[src/rtl/hpdl1414_pkg.sv]
// Shared types and helpers for the HPDL-1414 bus sniffer.
package hpdl1414_pkg;

  localparam logic [7:0] HDR_MARK = 8'h80;

  typedef struct packed {
    logic [3:0] pos;
    logic [6:0] chr;
  } hpdl_evt_t;

  typedef enum logic [1:0] {ST_IDLE, ST_HDR, ST_DAT} tx_state_t;

  // Baud divisor, truncated.
  function automatic int unsigned div(input int unsigned clk_hz, input int unsigned baud);
    return clk_hz / baud;
  endfunction

  // Index of the lowest-numbered active-low strobe.
  function automatic logic [1:0] low_idx(input logic [3:0] wr_n);
    if (!wr_n[0])      return 2'd0;
    else if (!wr_n[1]) return 2'd1;
    else if (!wr_n[2]) return 2'd2;
    else               return 2'd3;
  endfunction

endpackage

[src/rtl/uart_tx_byte.sv]
// One 8N1 byte transmitter. A new start is accepted in the last cycle of the
// stop bit (done high), so consecutive bytes follow each other with no gap.
module uart_tx_byte #(
  parameter int DIV = 104
) (
  input  logic       clk,
  input  logic       rst_n,
  input  logic       start,
  input  logic [7:0] data,
  output logic       done,
  output logic       tx
);

  localparam int CW = (DIV > 1) ? $clog2(DIV) : 1;

  logic [CW-1:0] baud_cnt;
  logic [3:0]    bit_cnt;
  logic [8:0]    sh;
  logic          active;
  logic          bit_end;

  assign bit_end = (baud_cnt == CW'(DIV - 1));
  assign done    = active && bit_end && (bit_cnt == 4'd9);

  // Bit/baud sequencing; tx is registered so it changes only on clock edges.
  always_ff @(posedge clk or negedge rst_n) begin
    if (!rst_n) begin
      active   <= 1'b0;
      tx       <= 1'b1;
      baud_cnt <= '0;
      bit_cnt  <= '0;
      sh       <= '1;
    end else if (start && (!active || done)) begin
      active   <= 1'b1;
      tx       <= 1'b0;
      baud_cnt <= '0;
      bit_cnt  <= '0;
      sh       <= {1'b1, data};
    end else if (active) begin
      if (bit_end) begin
        baud_cnt <= '0;
        if (bit_cnt == 4'd9) begin
          active <= 1'b0;
          tx     <= 1'b1;
        end else begin
          bit_cnt <= bit_cnt + 4'd1;
          tx      <= sh[0];
          sh      <= {1'b1, sh[8:1]};
        end
      end else begin
        baud_cnt <= baud_cnt + 1'b1;
      end
    end
  end

endmodule

[src/rtl/hpdl1414_bus_sniffer.sv]
// HPDL-1414 bus sniffer: synchronises the display bus, turns each completed
// write into a {pos, chr} event, queues it and sends it as a 2-byte UART frame.
module hpdl1414_bus_sniffer
  import hpdl1414_pkg::*;
#(
  parameter int CLK_HZ     = 12000000,
  parameter int BAUD       = 115200,
  parameter int FIFO_DEPTH = 4
) (
  input  logic       clk,
  input  logic       rst_n,
  input  logic [6:0] hpdl_d,
  input  logic [1:0] hpdl_a,
  input  logic [3:0] hpdl_wr_n,
  output logic       uart_tx,
  output logic       evt_stb,
  output logic       collision,
  output logic       overflow,
  output logic       busy
);

  localparam int DIV = int'(div(CLK_HZ, BAUD));
  localparam int AW  = $clog2(FIFO_DEPTH);

  logic [6:0] d_s1, d_s2, lat_d;
  logic [1:0] a_s1, a_s2, lat_a;
  logic [3:0] wr_s1, wr_s2, wr_prev, lat_wr;
  logic       wr_done;
  hpdl_evt_t  new_evt, head;

  hpdl_evt_t  mem [FIFO_DEPTH];
  logic [AW-1:0] wr_ptr, rd_ptr;
  logic [AW:0]   count;
  logic          empty, full, push_ok, pop;

  tx_state_t  state;
  logic [6:0] cur_chr;
  logic       tx_start, tx_done;
  logic [7:0] tx_data;

  // Two-flop synchronisers; the strobes idle high.
  always_ff @(posedge clk or negedge rst_n) begin
    if (!rst_n) begin
      d_s1 <= '0;  d_s2 <= '0;
      a_s1 <= '0;  a_s2 <= '0;
      wr_s1 <= 4'hF; wr_s2 <= 4'hF;
    end else begin
      d_s1 <= hpdl_d;    d_s2 <= d_s1;
      a_s1 <= hpdl_a;    a_s2 <= a_s1;
      wr_s1 <= hpdl_wr_n; wr_s2 <= wr_s1;
    end
  end

  // Hold the bus as seen on the last cycle any strobe was low.
  always_ff @(posedge clk or negedge rst_n) begin
    if (!rst_n) begin
      lat_d <= '0; lat_a <= '0; lat_wr <= 4'hF; wr_prev <= 4'hF;
    end else begin
      wr_prev <= wr_s2;
      if (wr_s2 != 4'hF) begin
        lat_d <= d_s2; lat_a <= a_s2; lat_wr <= wr_s2;
      end
    end
  end

  assign wr_done = (wr_s2 == 4'hF) && (wr_prev != 4'hF);
  assign new_evt = {low_idx(lat_wr), lat_a, lat_d};

  assign empty   = (count == '0);
  assign full    = (count == (AW+1)'(FIFO_DEPTH));
  assign head    = mem[rd_ptr];
  assign pop     = !empty && ((state == ST_IDLE) || (state == ST_DAT && tx_done));
  assign push_ok = wr_done && (!full || pop);

  // FIFO storage needs no reset; occupancy is tracked by count.
  always_ff @(posedge clk) begin
    if (push_ok) mem[wr_ptr] <= new_evt;
  end

  // FIFO pointers, event strobe and sticky flags.
  always_ff @(posedge clk or negedge rst_n) begin
    if (!rst_n) begin
      wr_ptr <= '0; rd_ptr <= '0; count <= '0;
      evt_stb <= 1'b0; collision <= 1'b0; overflow <= 1'b0;
    end else begin
      if (push_ok) wr_ptr <= wr_ptr + 1'b1;
      if (pop)     rd_ptr <= rd_ptr + 1'b1;
      case ({push_ok, pop})
        2'b10:   count <= count + 1'b1;
        2'b01:   count <= count - 1'b1;
        default: count <= count;
      endcase
      evt_stb <= push_ok;
      if (wr_done && ($countones(~lat_wr) > 1)) collision <= 1'b1;
      if (wr_done && full && !pop)              overflow  <= 1'b1;
    end
  end

  assign tx_start = pop || (state == ST_HDR && tx_done);
  assign tx_data  = (state == ST_HDR) ? {1'b0, cur_chr} : (HDR_MARK | {4'h0, head.pos});

  // Frame sequencer: header byte then data byte, chaining straight into the next event.
  always_ff @(posedge clk or negedge rst_n) begin
    if (!rst_n) begin
      state   <= ST_IDLE;
      cur_chr <= '0;
    end else begin
      case (state)
        ST_IDLE: if (pop) begin
          state   <= ST_HDR;
          cur_chr <= head.chr;
        end
        ST_HDR: if (tx_done) state <= ST_DAT;
        ST_DAT: if (tx_done) begin
          if (pop) begin
            state   <= ST_HDR;
            cur_chr <= head.chr;
          end else begin
            state <= ST_IDLE;
          end
        end
        default: state <= ST_IDLE;
      endcase
    end
  end

  assign busy = !empty || (state != ST_IDLE);

  uart_tx_byte #(.DIV(DIV)) u_tx (
    .clk   (clk),
    .rst_n (rst_n),
    .start (tx_start),
    .data  (tx_data),
    .done  (tx_done),
    .tx    (uart_tx)
  );

endmodule
[config.mk]
export PLATFORM = sky130hd
export DESIGN_NAME = hpdl1414_bus_sniffer
export DESIGN_NICKNAME = d
export VERILOG_FILES = /design/src/rtl/hpdl1414_pkg.sv /design/src/rtl/uart_tx_byte.sv /design/src/rtl/hpdl1414_bus_sniffer.sv
export SDC_FILE = /design/constraint.sdc
export NUM_CORES = 1
export LEC_CHECK = 0
export CAP_MARGIN = 20
export CORE_UTILIZATION = 35
export DETAILED_ROUTE_END_ITERATION = 8
export GPL_TIMING_DRIVEN = 0
export PLACE_DENSITY = 0.62
export SLEW_MARGIN = 15
export SYNTH_ARGS = -nofsm -noshare
export SYNTH_HDL_FRONTEND = slang
export SYNTH_SLANG_ARGS = --single-unit
[constraint.sdc]
create_clock -name clk -period 6.15 [get_ports clk]
set_input_delay 0.615 -clock clk [delete_from_list [all_inputs] [get_ports clk]]
set_output_delay 0.615 -clock clk [all_outputs]
set_load 0.01 [all_outputs]
==> reports/summary.txt, run 1 <==
Outcome: finished clean
Final Cell Area: 6028 um^2
Hold/Removal Path Class: input port to async pin
Final Cycle Share: 0.4325
Die W: 121.6 um
Initial Util: 0.3591
Layout cells sized above 1: 0.2685
Synth cell types: 51
Gr usage total: 0.1232
Largest net degree at the start of global routing: 44
Setup Skew: 0.006087 ns
CP arrival: 2.70 ns
TritonCTS Buffers: 17
# clock sinks: 127
Initial antenna violation count: 0
CP Capture Type: flip-flop
Drt first-iter violations: 101
DR WL/cell: 14.40 um
Minimum clock period: 2.660 ns
Required time of the critical path: 6.19 ns
Synth-to-Final Area Change: 20.48%
Fin. Hold Viols: 0
Synth top area cells: dfrtp_1 29%, edfxtp_1 26%, dfstp_2 13%, mux4_2 5.0%, mux2i_1 3.6%
Total die area: 14780 um^2
Synth top cells by count: 58 x dfrtp_1, 44 x edfxtp_1, 25 x dfstp_2
Port Buffers: 19
Rel. slew slack: 0.5649
Clock buffer depth: 2
FFs w/ async S/R, synth: 0.6535
Routability cong.: 0.7514
Die H: 121.6 um
CP Max Fanout: 11
Clock transition at the registers of the reported paths: 0.05 ns
Post-route setup TNS: 0 ns
First-pass GRT wire length: 13580 um
Dpl hpwl: 5209 um
Pwr/cell area: 432.1 nW/um^2
# diodes: 0
I/O pins: 20
Register area share after synthesis: 0.6854
Num rows: 43
Synth Cell Area: 5004 um^2
Post-synth top area share: 0.2901
EDFF count, synth: 44
Worst setup SP type: flip-flop
Setup CP Type: flip-flop to flip-flop
Nets@finish: 377
CP max stage delay: 0.57 ns
Worst path cell trace: ha_1, nand3_2, o31ai_4, nand2b_2, a31oi_4, and2_1
Yosys warns: 0
Post-Syn Instances: 313
Synth area leader: dfrtp_1
Lkg Pwr: 2.393 nW
DRC viols: 0
RSZ-0062 raised after global routing: false
Final slew viol count: 0
Post-DP Area: 5436 um^2
Via/cell ratio: 4.809
Worst-skew pair later-pin latency: 0.40 ns
CTS H-tree lvls: 4
Max VDD drop: 0.1967 mV
Vias in the first global route: 2760
TritonCTS clock tree: done
Grt total ovfl: 0
Critical-path top delay cell: and2_1
Worst slew pin tran: 0.6527 ns
Routed vias: 2621
Fmax: 375.9 MHz
Core Area: 13930 um^2
DRT Pass-1 Iters: 4
PostCTS Resize Cnt: 0
Synth Net Count: 338
Synth Flop Type: dfrtp_1
Clock Tree Root: clkbuf_16
Final ANT Viol Nets: 0
Final wirelength: 7846 um
# setup viols final: 0
Syn_area_per_cell: 15.99 um^2
Cell with the most instances after synthesis: dfrtp_1
CTS Hold Buffers Added: 0
Max-Cap Viols: 0
Overall Power: 0.002605 W
Post-CTS setup buffer count: 0
#FFs+latches synth: 127
# fillers: 1231
-- sequential cells by signal (all words and copies together) (netlist names), 7 cells and up --
| name | flops |
|---|---|
| d_s1 | 7 |
| mem | 44 |
| cur_chr | 7 |
| u_tx.sh | 8 |
| lat_d | 7 |
| u_tx.baud_cnt | 7 |
| d_s2 | 7 |
-- through the flow --
stage | hold slack, ns | setup slack [ns] | std cells | utilization
finish | 0.1913 | 3.490 | 545 | 0.4326
global route | 0.2233 | 3.274 | 545 | 0.4326
CTS | 0.1921 | 3.430 | 545 | 0.4326
detailed placement | 0.3347 | 3.466 | 513 | 0.3901
global placement | 0.3323 | 1.545 | 512 | 0.3889
floorplan | 0.3194 | 3.972 | 313 | -
-- routing by layer --
layer | global-route usage | share of wire
met4 | 0.06019 | 0.013
met5 | 0 | 0
met3 | 0.03792 | 0.031
met1 | 0.1460 | 0.44
met2 | 0.2035 | 0.51
-- worst max-delay path, delay by kind of cell (launching register included) --
family          cells  cell delay (ns)
simple gates        3             0.90
flops               1             0.40
fa+ha+maj           1             0.24
compound gates      2             0.74
-- cell families after synthesis --
kind of cell             count (synthesis)  synth area share
multiplexers                            46            0.1238
AND/OR/NAND/NOR                         62           0.06777
AO/OA/AOI/OAI                           37           0.06127
flip-flops                             127            0.6854
buffers and inverters                   23           0.01975
adder cells (fa/ha/maj)                 10           0.02801
XOR/XNOR                                 8           0.01400
-- final timing paths --
| kind | end | cells past startpoint | slack [ns] | startpoint |
|---|---|---|---|---|
| worst max-delay path | mem[2][4] | 6 | 3.49 | u_tx.baud_cnt[0] |
| worst min-delay path | d_s1[3] | 1 | 0.19 | rst_n |
| worst max register to register | mem[2][4] | 6 | 3.49 | u_tx.baud_cnt[0] |
| worst min register to register | d_s2[3] | 0 | 0.35 | d_s1[3] |
| max in group asynchronous | u_tx.sh[0] | 2 | 5.29 | rst_n |
| min in group clk | d_s2[3] | 0 | 0.35 | d_s1[3] |
-- cell type report --
cell class / count / area [um^2] / area share
sequential: 127 / 3430 / 0.5689
multi-input combinational: 163 / 1475 / 0.2447
clock buffer: 24 / 545.5 / 0.09049
tap: 180 / 225.2 / 0.03736
timing repair buffer: 20 / 207.7 / 0.03445
inverter: 14 / 52.55 / 0.008717
clock inverter: 8 / 46.29 / 0.007680
buffer: 9 / 46.29 / 0.007680
-- cell usage in the layout, fill, tap and decap left out, drive strengths merged, types with 14 or more instances in the layout --
master and n:
clkbuf 27, nand2 17, dfstp 25, mux2 17
mux2i 18, dfrtp 58, edfxtp 44, clkdlybuf4s50 18
nor2 14, inv 16
-- where the power goes --
group | switching [W] | internal, W | leakage (nW)
clock | 0.000339 | 0.000617 | 0.302
sequential | 0.0000985 | 0.00102 | 1.35
combinational | 0.000259 | 0.000267 | 0.738
total | 0.000697 | 0.00191 | 2.39
No activity file was read; power rests on OpenSTA's default activity.
==> run 2: changes to the inputs <==
==> constraint.sdc (replaced) <==
create_clock -name clk -period 2.71 [get_ports clk]
set_input_delay 0.271 -clock clk [delete_from_list [all_inputs] [get_ports clk]]
set_output_delay 0.271 -clock clk [all_outputs]
set_load 0.01 [all_outputs]
==> reports/summary.txt, run 2 (synthesis results as in run 1) <==
Outcome: finished clean (unchanged)
DR WL/cell: 14.36 um (was 14.40 um)
DRC viols: 0 (unchanged)
Dpl hpwl: 5209 um (unchanged)
Synth-to-Final Area Change: 20.78% (was 20.48%)
Required time of the critical path: 2.78 ns (was 6.19 ns)
CP arrival: 2.53 ns (was 2.70 ns)
Worst slew pin tran: 0.6583 ns (was 0.6527 ns)
TritonCTS clock tree: done (unchanged)
# diodes: 0 (unchanged)
Final cell count without fillers: 546 (was 545)
Fin. Hold Viols: 0 (unchanged)
Max reg flops: 44 (unchanged)
Core Area: 13930 um^2 (unchanged)
CP Max Fanout: 11 (unchanged)
Worst setup SP type: flip-flop (unchanged)
Final wirelength: 7842 um (was 7846 um)
Initial antenna violation count: 0 (unchanged)
Post-DP Area: 5436 um^2 (unchanged)
# setup viols final: 0 (unchanged)
Port Buffers: 19 (unchanged)
Core Util, Final: 0.4337 (was 0.4326)
Worst-skew pair later-pin latency: 0.40 ns (about the same)
Most frequent cells in the layout: 58 x dfrtp_1, 44 x edfxtp_1, 25 x dfstp_2 (unchanged)
First-pass GRT wire length: 13570 um (was 13580 um)
Die H: 121.6 um (unchanged)
Multi-input gate area: 1480 um^2 (was 1475 um^2)
Max VDD drop: 0.4462 mV (was 0.1967 mV)
Final ANT Viol Nets: 0 (unchanged)
Largest net degree at the start of global routing: 44 (unchanged)
I/O pins: 20 (unchanged)
Final Cell Area: 6043 um^2 (was 6028 um^2)
Rel. slew slack: 0.5611 (was 0.5649)
Minimum clock period: 2.458 ns (was 2.660 ns)
DRT Pass-1 Iters: 4 (unchanged)
Nets@finish: 378 (was 377)
Lkg Pwr: 2.401 nW (was 2.393 nW)
CP Capture Type: flip-flop (unchanged)
Total die area: 14780 um^2 (unchanged)
Setup CP Type: flip-flop to flip-flop (unchanged)
Pwr/cell area: 977.9 nW/um^2 (was 432.1 nW/um^2)
Hold/Removal Path Class: input port to flip-flop (was input port to async pin)
# clock sinks: 127 (unchanged)
Final slew viol count: 0 (unchanged)
Layout cells sized above 1: 0.2787 (was 0.2685)
# fillers: 1231 (unchanged)
Final Cycle Share: 0.9071 (was 0.4325)
Routed vias: 2619 (was 2621)
Setup Skew: 0.006091 ns (was 0.006087 ns)
Gr usage total: 0.1231 (was 0.1232)
Grt total ovfl: 0 (unchanged)
Routability cong.: 0.7514 (unchanged)
Fmax: 406.8 MHz (was 375.9 MHz)
Area taken by flip-flops and latches: 3430 um^2 (unchanged)
Initial Util: 0.3591 (unchanged)
Clock buffer depth: 2 (unchanged)
Via/cell ratio: 4.797 (was 4.809)
Max-Cap Viols: 0 (unchanged)
Clock transition at the registers of the reported paths: 0.05 ns (about the same)
Num rows: 43 (unchanged)
Top flop regs: mem x44, u_tx.sh x8 (unchanged)
RSZ-0062 raised after global routing: false (unchanged)
TritonCTS Buffers: 17 (unchanged)
Leading cell type in the layout, fill and taps excluded: dfrtp_1 (unchanged)
Vias in the first global route: 2759 (was 2760)
Placed insts: 513 (unchanged)
Top reg by flops: mem (unchanged)
Drt first-iter violations: 98 (was 101)
CTS H-tree lvls: 4 (unchanged)
Die W: 121.6 um (unchanged)
Clock Tree Root: clkbuf_16 (unchanged)
Post-CTS setup buffer count: 0 (unchanged)
-- run 2: through the flow --
stage,setup slack (ns),setup TNS (ns),hold WS [ns],total power (W)
global placement,-1.551,-104.09,0.3323,0.003747
floorplan,0.5323,0,-0.02459,0.003453
global route,0.05673,0,0.2664,0.006226
CTS,0.004974,0,0.2450,0.005997
detailed placement,0.02591,0,0.2877,0.003800
finish,0.2517,0,0.2677,0.005910
-- run 2: area by class of cell --
cell class / instances / area share
plain buffers: 9 / 0.007660
repair buffers: 21 / 0.03602
multi-input cells: 163 / 0.2449
well taps: 180 / 0.03727
clock inverters: 8 / 0.007660
inverters: 14 / 0.008696
clock buffers: 24 / 0.09027
flip-flops and latches: 127 / 0.5675
-- run 2: timing repair --
action	CTS	global route
endpoints found under the hold margin	26	0
gates resized for setup	1	3
hold buffers	1	0
setup endpoints to repair	11	33
pin swaps	0	0
-- run 2: final timing paths --
path                             startpoint    endpoint  slack [ns]  cells past startpoint
max in group asynchronous             rst_n  u_tx.sh[0]        1.65                      3
min reg2reg                         d_s1[3]     d_s2[3]        0.35                      0
max                        u_tx.baud_cnt[0]   mem[2][4]        0.25                      6
min in group asynchronous             rst_n     d_s1[3]        0.39                      2
max reg2reg                u_tx.baud_cnt[0]   mem[2][4]        0.25                      6
min                            hpdl_wr_n[3]    wr_s1[3]        0.27                      1
-- run 2: critical path, stage by stage, from the launching register on --
cell and delay, ns:
dfrtp_1 0.40, ha_1 0.24, nand3_2 0.19, o31ai_4 0.43, nand2b_2 0.14, a31oi_4 0.31, and2_2 0.41
-- run 2: metal layers --
metal  vias up  part of all wire  track usage
li1       1238                 -            -
met1      1328              0.44       0.1460
met2        42              0.52       0.2031
met3        11             0.030      0.03792
met4         0             0.013      0.06019
met5         -                 0            0
-- run 2: power by group --
group,internal [W],switching [W]
combinational,0.000607,0.000588
sequential,0.00232,0.000224
clock,0.00140,0.000766
